File: config.mk
export PLATFORM = sky130hd
export DESIGN_NAME = bht_update_ctrl
export DESIGN_NICKNAME = d
export VERILOG_FILES = /design/src/rtl/bht_update_ctrl_pkg.sv /design/src/rtl/bht_upd_queue.sv /design/src/rtl/bht_update_ctrl.sv
export SDC_FILE = /design/constraint.sdc
export NUM_CORES = 1
export LEC_CHECK = 0
export CAP_MARGIN = 20
export CORE_ASPECT_RATIO = 0.7
export CORE_MARGIN = 1
export CORE_UTILIZATION = 60
export DETAILED_ROUTE_END_ITERATION = 8
export PLACE_DENSITY_LB_ADDON = 0.1
export SYNTH_ARGS = -nofsm -noshare
export SYNTH_HDL_FRONTEND = slang
export SYNTH_SLANG_ARGS = --single-unit
File: constraint.sdc
create_clock -name clk -period 16.73 [get_ports clk]
set_clock_uncertainty 0.05 [all_clocks]
set_input_delay 3.346 -clock clk [delete_from_list [all_inputs] [get_ports clk]]
set_output_delay 3.346 -clock clk [all_outputs]
set_load 0.01 [all_outputs]
File: src/rtl/bht_update_ctrl_pkg.sv
// Shared CPU defines for the branch history table: index width, entry layout
// and the update controller's FSM state type.
package bht_update_ctrl_pkg;

    localparam int unsigned SIZE_OF_INDEX = 6;
    localparam int unsigned BHT_TAG_W     = 8;
    localparam int unsigned BHT_TARGET_W  = 32;

    typedef enum logic [1:0] {
        CntSnt = 2'd0,
        CntWnt = 2'd1,
        CntWt  = 2'd2,
        CntSt  = 2'd3
    } bht_count_e;

    typedef enum logic [1:0] {
        BrCond = 2'd0,
        BrJump = 2'd1,
        BrCall = 2'd2,
        BrRet  = 2'd3
    } bht_type_e;

    typedef struct packed {
        logic [BHT_TAG_W-1:0]    tag;
        logic [BHT_TARGET_W-1:0] target;
        bht_type_e               br_type;
        bht_count_e              count;
    } BHT_Entry;

    typedef enum logic {
        StSweep = 1'b0,
        StIdle  = 1'b1
    } bht_upd_state_e;

endpackage

File: src/rtl/bht_upd_queue.sv
// Coalescing FIFO of pending BHT writes: at most one entry per set index,
// with a combinational lookup port for read bypass.
module bht_upd_queue
    import bht_update_ctrl_pkg::*;
#(
    parameter int unsigned DEPTH   = 4,
    parameter int unsigned INDEX_W = SIZE_OF_INDEX
) (
    input  logic                       clk,
    input  logic                       rst,
    input  logic                       enq,
    input  logic [INDEX_W-1:0]         enq_index,
    input  BHT_Entry                   enq_data,
    input  logic                       deq,
    input  logic                       flush,
    input  logic [INDEX_W-1:0]         rd_index,
    output logic                       rd_hit,
    output BHT_Entry                   rd_data,
    output logic                       head_valid,
    output logic [INDEX_W-1:0]         head_index,
    output BHT_Entry                   head_data,
    output logic                       full,
    output logic                       coal_ok,
    output logic [$clog2(DEPTH):0]     count
);

    localparam int unsigned PTR_W = $clog2(DEPTH);
    localparam int unsigned CNT_W = PTR_W + 1;

    logic [DEPTH-1:0]   vld_q;
    logic [INDEX_W-1:0] idx_q  [DEPTH];
    BHT_Entry           data_q [DEPTH];
    logic [PTR_W-1:0]   head_q, tail_q;
    logic [CNT_W-1:0]   count_q, count_d;

    logic [DEPTH-1:0]   match_vec;
    logic [PTR_W-1:0]   coal_slot;
    logic               coalesce, append;

    always_comb begin
        match_vec = '0;
        coal_slot = '0;
        for (int i = 0; i < DEPTH; i++) begin
            if (vld_q[i] && (idx_q[i] == enq_index)) begin
                match_vec[i] = 1'b1;
                coal_slot    = PTR_W'(i);
            end
        end
    end

    // A head match is only reused while the head stays; once it leaves, re-enqueue.
    assign coalesce = enq && (|match_vec) && !(match_vec[head_q] && deq);
    assign append   = enq && !coalesce;
    assign coal_ok  = (|match_vec) && !match_vec[head_q];

    always_comb begin
        count_d = count_q;
        if (append && !deq) begin
            count_d = count_q + 1'b1;
        end else if (deq && !append) begin
            count_d = count_q - 1'b1;
        end
    end

    always_ff @(posedge clk or posedge rst) begin
        if (rst) begin
            vld_q   <= '0;
            head_q  <= '0;
            tail_q  <= '0;
            count_q <= '0;
            for (int i = 0; i < DEPTH; i++) begin
                idx_q[i]  <= '0;
                data_q[i] <= '0;
            end
        end else if (flush) begin
            vld_q   <= '0;
            head_q  <= '0;
            tail_q  <= '0;
            count_q <= '0;
        end else begin
            if (deq) begin
                vld_q[head_q] <= 1'b0;
                head_q        <= head_q + 1'b1;
            end
            if (coalesce) begin
                data_q[coal_slot] <= enq_data;
            end
            // Written after the dequeue so a full-queue swap leaves the slot valid.
            if (append) begin
                vld_q[tail_q]  <= 1'b1;
                idx_q[tail_q]  <= enq_index;
                data_q[tail_q] <= enq_data;
                tail_q         <= tail_q + 1'b1;
            end
            count_q <= count_d;
        end
    end

    always_comb begin
        rd_hit  = 1'b0;
        rd_data = '0;
        for (int i = 0; i < DEPTH; i++) begin
            if (vld_q[i] && (idx_q[i] == rd_index)) begin
                rd_hit  = 1'b1;
                rd_data = data_q[i];
            end
        end
    end

    assign head_valid = vld_q[head_q];
    assign head_index = idx_q[head_q];
    assign head_data  = data_q[head_q];
    assign full       = (count_q == CNT_W'(DEPTH));
    assign count      = count_q;

endmodule

File: src/rtl/bht_update_ctrl.sv
// BHT write-port controller: clears the table by sweeping after reset or on
// invalidate, otherwise drains a coalescing queue of branch-resolution updates.
module bht_update_ctrl
    import bht_update_ctrl_pkg::*;
#(
    parameter int unsigned DEPTH   = 4,
    parameter int unsigned INDEX_W = SIZE_OF_INDEX
) (
    input  logic                   clk,
    input  logic                   rst,
    input  logic                   Upd_Valid,
    input  logic [INDEX_W-1:0]     Upd_Index,
    input  BHT_Entry               Upd_Data,
    output logic                   Upd_Ready,
    input  logic                   Inv_Req,
    output logic                   Inv_Busy,
    input  logic                   BHT_Gnt,
    output logic                   BHT_We,
    output logic [INDEX_W-1:0]     BHT_Addr,
    output BHT_Entry               BHT_Din,
    input  logic [INDEX_W-1:0]     Rd_Index,
    output logic                   Byp_Hit,
    output BHT_Entry               Byp_Data,
    output logic [$clog2(DEPTH):0] Pend_Count
);

    bht_upd_state_e     state_q, state_d;
    logic [INDEX_W-1:0] cnt_q, cnt_d;

    logic               q_enq, q_deq;
    logic               q_head_valid, q_full, q_coal_ok;
    logic [INDEX_W-1:0] q_head_index;
    BHT_Entry           q_head_data;

    always_ff @(posedge clk or posedge rst) begin
        if (rst) begin
            state_q <= StSweep;
            cnt_q   <= '0;
        end else begin
            state_q <= state_d;
            cnt_q   <= cnt_d;
        end
    end

    always_comb begin
        state_d = state_q;
        cnt_d   = cnt_q;
        unique case (state_q)
            StSweep: begin
                if (Inv_Req) begin
                    cnt_d = '0;
                end else if (BHT_Gnt) begin
                    cnt_d = cnt_q + 1'b1;
                    if (cnt_q == '1) begin
                        state_d = StIdle;
                    end
                end
            end
            StIdle: begin
                if (Inv_Req) begin
                    state_d = StSweep;
                    cnt_d   = '0;
                end
            end
        endcase
    end

    always_comb begin
        BHT_We    = 1'b0;
        BHT_Addr  = q_head_index;
        BHT_Din   = q_head_data;
        Upd_Ready = 1'b0;
        Inv_Busy  = 1'b1;
        q_deq     = 1'b0;
        unique case (state_q)
            StSweep: begin
                // State already reads StSweep during reset; keep the port quiet until release.
                BHT_We   = !rst;
                BHT_Addr = cnt_q;
                BHT_Din  = '0;
            end
            StIdle: begin
                Inv_Busy  = 1'b0;
                BHT_We    = q_head_valid;
                q_deq     = q_head_valid && BHT_Gnt;
                Upd_Ready = !Inv_Req && (!q_full || q_deq || q_coal_ok);
            end
        endcase
    end

    assign q_enq = Upd_Valid && Upd_Ready;

    bht_upd_queue #(
        .DEPTH   (DEPTH),
        .INDEX_W (INDEX_W)
    ) u_queue (
        .clk        (clk),
        .rst        (rst),
        .enq        (q_enq),
        .enq_index  (Upd_Index),
        .enq_data   (Upd_Data),
        .deq        (q_deq),
        .flush      (Inv_Req),
        .rd_index   (Rd_Index),
        .rd_hit     (Byp_Hit),
        .rd_data    (Byp_Data),
        .head_valid (q_head_valid),
        .head_index (q_head_index),
        .head_data  (q_head_data),
        .full       (q_full),
        .coal_ok    (q_coal_ok),
        .count      (Pend_Count)
    );

endmodule

==> results.py <==
metrics = {
    "route": {
        "vias": 8723,
        "viasPerCell": 6.344,
        "drc_errors": 0,
        "initialDrtViolationCount": 894,
        "drtAntennaViolNets": 0,
        "routedWlPerCell_um": 22.62,
        "wirelength_um": 31100,
        "first_pass_iters": 6,
    },
    "power": {
        "peakVddDrop_mv": 0.05411,
        "power_uw": 1074,
        "power.density_nw_per_um2": 73.38,
        "p_leak_uw": 0.006582,
    },
    "worst_hold_path": {
        "hold_path.class": "reg2reg",
        "min_to": "u_queue.data_q[70]$_DFFE_PP0N_",
        "hold_depth": 1,
        "min_from": "u_queue.data_q[70]$_DFFE_PP0N_",
    },
    "clock_tree": {
        "root_buffer": "clkbuf_16",
        "clock_sinks": 218,
        "clk_latency_ns": 0.50,
        "path_clk_slew_ns": 0.06,
        "cts_htree_levels": 1,
        "ctsHoldBuffers": 0,
        "clk_path_buf_depth": 3,
        "post_cts_resized": 0,
        "cts_tree": "built",
        "cts_buffers": 22,
        "postCtsSetupBuffers": 0,
    },
    "setup_path": {
        "ff2ff_path_depth": 10,
        "critPathBufInv": 4,
        "cp_max_fo": 46,
        "arrival_ns": 6.71,
        "crit_chain": "clkdlybuf4s50_1, xor2_1, nor4_4, buf_4, nor3_2, buf_4, a221o_1, o21ai_0, o21ai_0, clkdlybuf4s50_1",
        "startpoint": "Rd_Index[2]",
        "worstSetupEndpointType": "output port",
        "critPathMaxStageDelay_ns": 0.62,
        "worstReg2RegStart": "u_queue.head_q[0]$_DFFE_PP0P_",
        "cp.required_ns": 13.33,
        "critical-path-slowest-cell": "clkdlybuf4s50_1",
        "crit_type": "in2out",
        "start_kind": "input pin",
        "reg2reg_slack_ns": 12.32,
        "worst_path_dominant_cell_family": "buffers and inverters",
        "r2r_end": "u_queue.count[2]$_DFFE_PP0P_",
    },
    "floorplanning": {
        "pin_count": 162,
        "core_area_um2": 19850,
        "die_x_um": 172.4,
        "die_area_um2": 20910,
        "rows": 43,
        "start_util_pct": 61.43,
        "fp.dieH_um": 121.3,
    },
    "synth": {
        "postSynthNetCount": 1040,
        "synthCells": 969,
        "synth.cell_area_um2": 12200,
        "ys.flop_type": "dfrtp_1",
        "synth_top_area_cell": "dfrtp_1",
        "ys_seq_elements": 218,
        "yosysSeqAreaShare_pct": 44.73,
        "syn_area_per_cell_um2": 12.59,
        "yosysTopAreaCellShare_pct": 44.73,
        "ys_warn_count": 0,
        "synthTopCellsByArea": "dfrtp_1 45%, mux2_1 13%, mux4_2 9.6%",
        "synth_cell_types": 50,
        "async_reset_ff_share_pct": 100.0,
        "synth_edf_count": 0,
    },
    "finish": {
        "fin_nets": 1160,
        "final_common_cell": "dfrtp_1",
        "final_core_util_pct": 73.69,
        "syn_to_final_growth_pct": 19.95,
        "drive_gt1_share_pct": 16.58,
        "final_cell_mix": "215 x dfrtp_1, 161 x clkdlybuf4s50_1, 146 x mux2_1, 90 x o21ai_0, 61 x mux2_2",
    },
    "global_routing": {
        "grt_overflow": 0,
        "grt_pass1_vias": 8681,
        "antenna_found_initial": 1,
        "grt_start_max_net_pins": 146,
        "grt_pass1_wl_um": 49160,
        "track_usage_pct": 30.92,
    },
    "timing": {
        "slew_violations": 0,
        "hold_ws_ns": 0.4587,
        "finalSetupViolCount": 0,
        "rsz0062_at_grt": "false",
        "finalHoldViolCount": 0,
        "timing.fmax_mhz": 98.94,
        "max_slew_margin_pct": 31.44,
        "period_share_pct": 60.41,
        "final.setup.tns_ns": 0,
        "tightest_slew_ns": 1.028,
        "fin_crit_ns": 10.11,
    },
    "placed_design": {
        "detailed_place_hpwl_um": 18890,
        "gp_congestion": 0.9328,
        "port_buffers": 161,
    },
    "outcome": {
        "status": "finished, final reports clean",
    },
    "run": {
        "maxCapViolations": 0,
    },
}
## per-stage QoR
stage	std cells	instance area [um^2]	setup WS, ns
finish	1375	14630	6.623
global route	1375	14630	6.478
CTS	1373	14610	6.681
detailed placement	1334	13870	6.704
global placement	1334	13870	6.793
floorplan	969	12200	7.370
## worst max path at each step
| stage | cells after the start | to | slack (ns) |
|---|---|---|---|
| after global routing | 11 | Byp_Data[34] | 6.48 |
| after detailed placement | 11 | Byp_Data[23] | 6.70 |
| after global placement | 11 | Byp_Data[42] | 6.79 |
| final | 10 | Byp_Data[3] | 6.62 |
| after CTS | 11 | Byp_Data[3] | 6.68 |
| after floorplan | 1 | cnt_q[0]$_DFFE_PP0P_ | 7.37 |
## final cells by class
cell class	count	area [um^2]
Timing Repair Buffer	175	1729
Tap cell	270	337.8
Fill cell	1382	5224
Sequential cell	218	5461
Inverter	15	63.81
Clock inverter	6	57.56
Multi-Input combinational cell	657	6294
Clock buffer	33	683.2
Antenna cell	1	2.502
## registers in the layout, indices dropped and copies added (netlist names)
name / flops
u_queue.head_q: 2
state_q: 1
u_queue.data_q: 176
u_queue.count: 3
u_queue.vld_q: 4
u_queue.idx_q: 24
cnt_q: 6
u_queue.tail_q: 2
## cells by family (layout without fill, tap and decap cells)
kind of cell / Yosys count / count (layout) / share of synthesized area (%)
xor+xnor: 54 / 54 / 3.991
other cells: 0 / 1 / 0
buf+inv: 94 / 229 / 3.858
compound gates: 157 / 157 / 9.890
flops: 218 / 218 / 44.73
fa+ha+maj: 10 / 10 / 1.088
mux: 262 / 262 / 28.96
simple gates: 174 / 174 / 7.479
## power by group
| group | internal, uW | total, uW | switching (uW) |
|---|---|---|---|
| clock | 297 | 500 | 203 |
| sequential | 528 | 528 | 0.782 |
| combinational | 19.3 | 45.5 | 26.1 |
## cell usage after synthesis (4+ instances only)
master and instances:
and2_1 44, buf_1 5, mux2_2 61, a221o_1 42, nor3_1 5, nand4_1 11
inv_1 15, ha_1 9, xor2_1 10, buf_6 12, nand3b_1 6, a21oi_1 4
buf_4 4, clkbuf_1 48, nand2_1 60, buf_2 10, dfrtp_1 218, mux2_1 146
mux4_2 52, nor2_1 21, a2bb2oi_4 4, nand3_1 6, or2_1 4, o21ai_0 90
xnor2_1 43
## per-layer routing
metal	vias up	global-route usage, %	share of wire (%)
li1	3842	-	-
met1	4449	47.77	47
met2	398	45.04	44
met3	34	6.001	8.3
met4	0	6.914	1.4
met5	-	0	0
(Power assumes the default switching activity.)
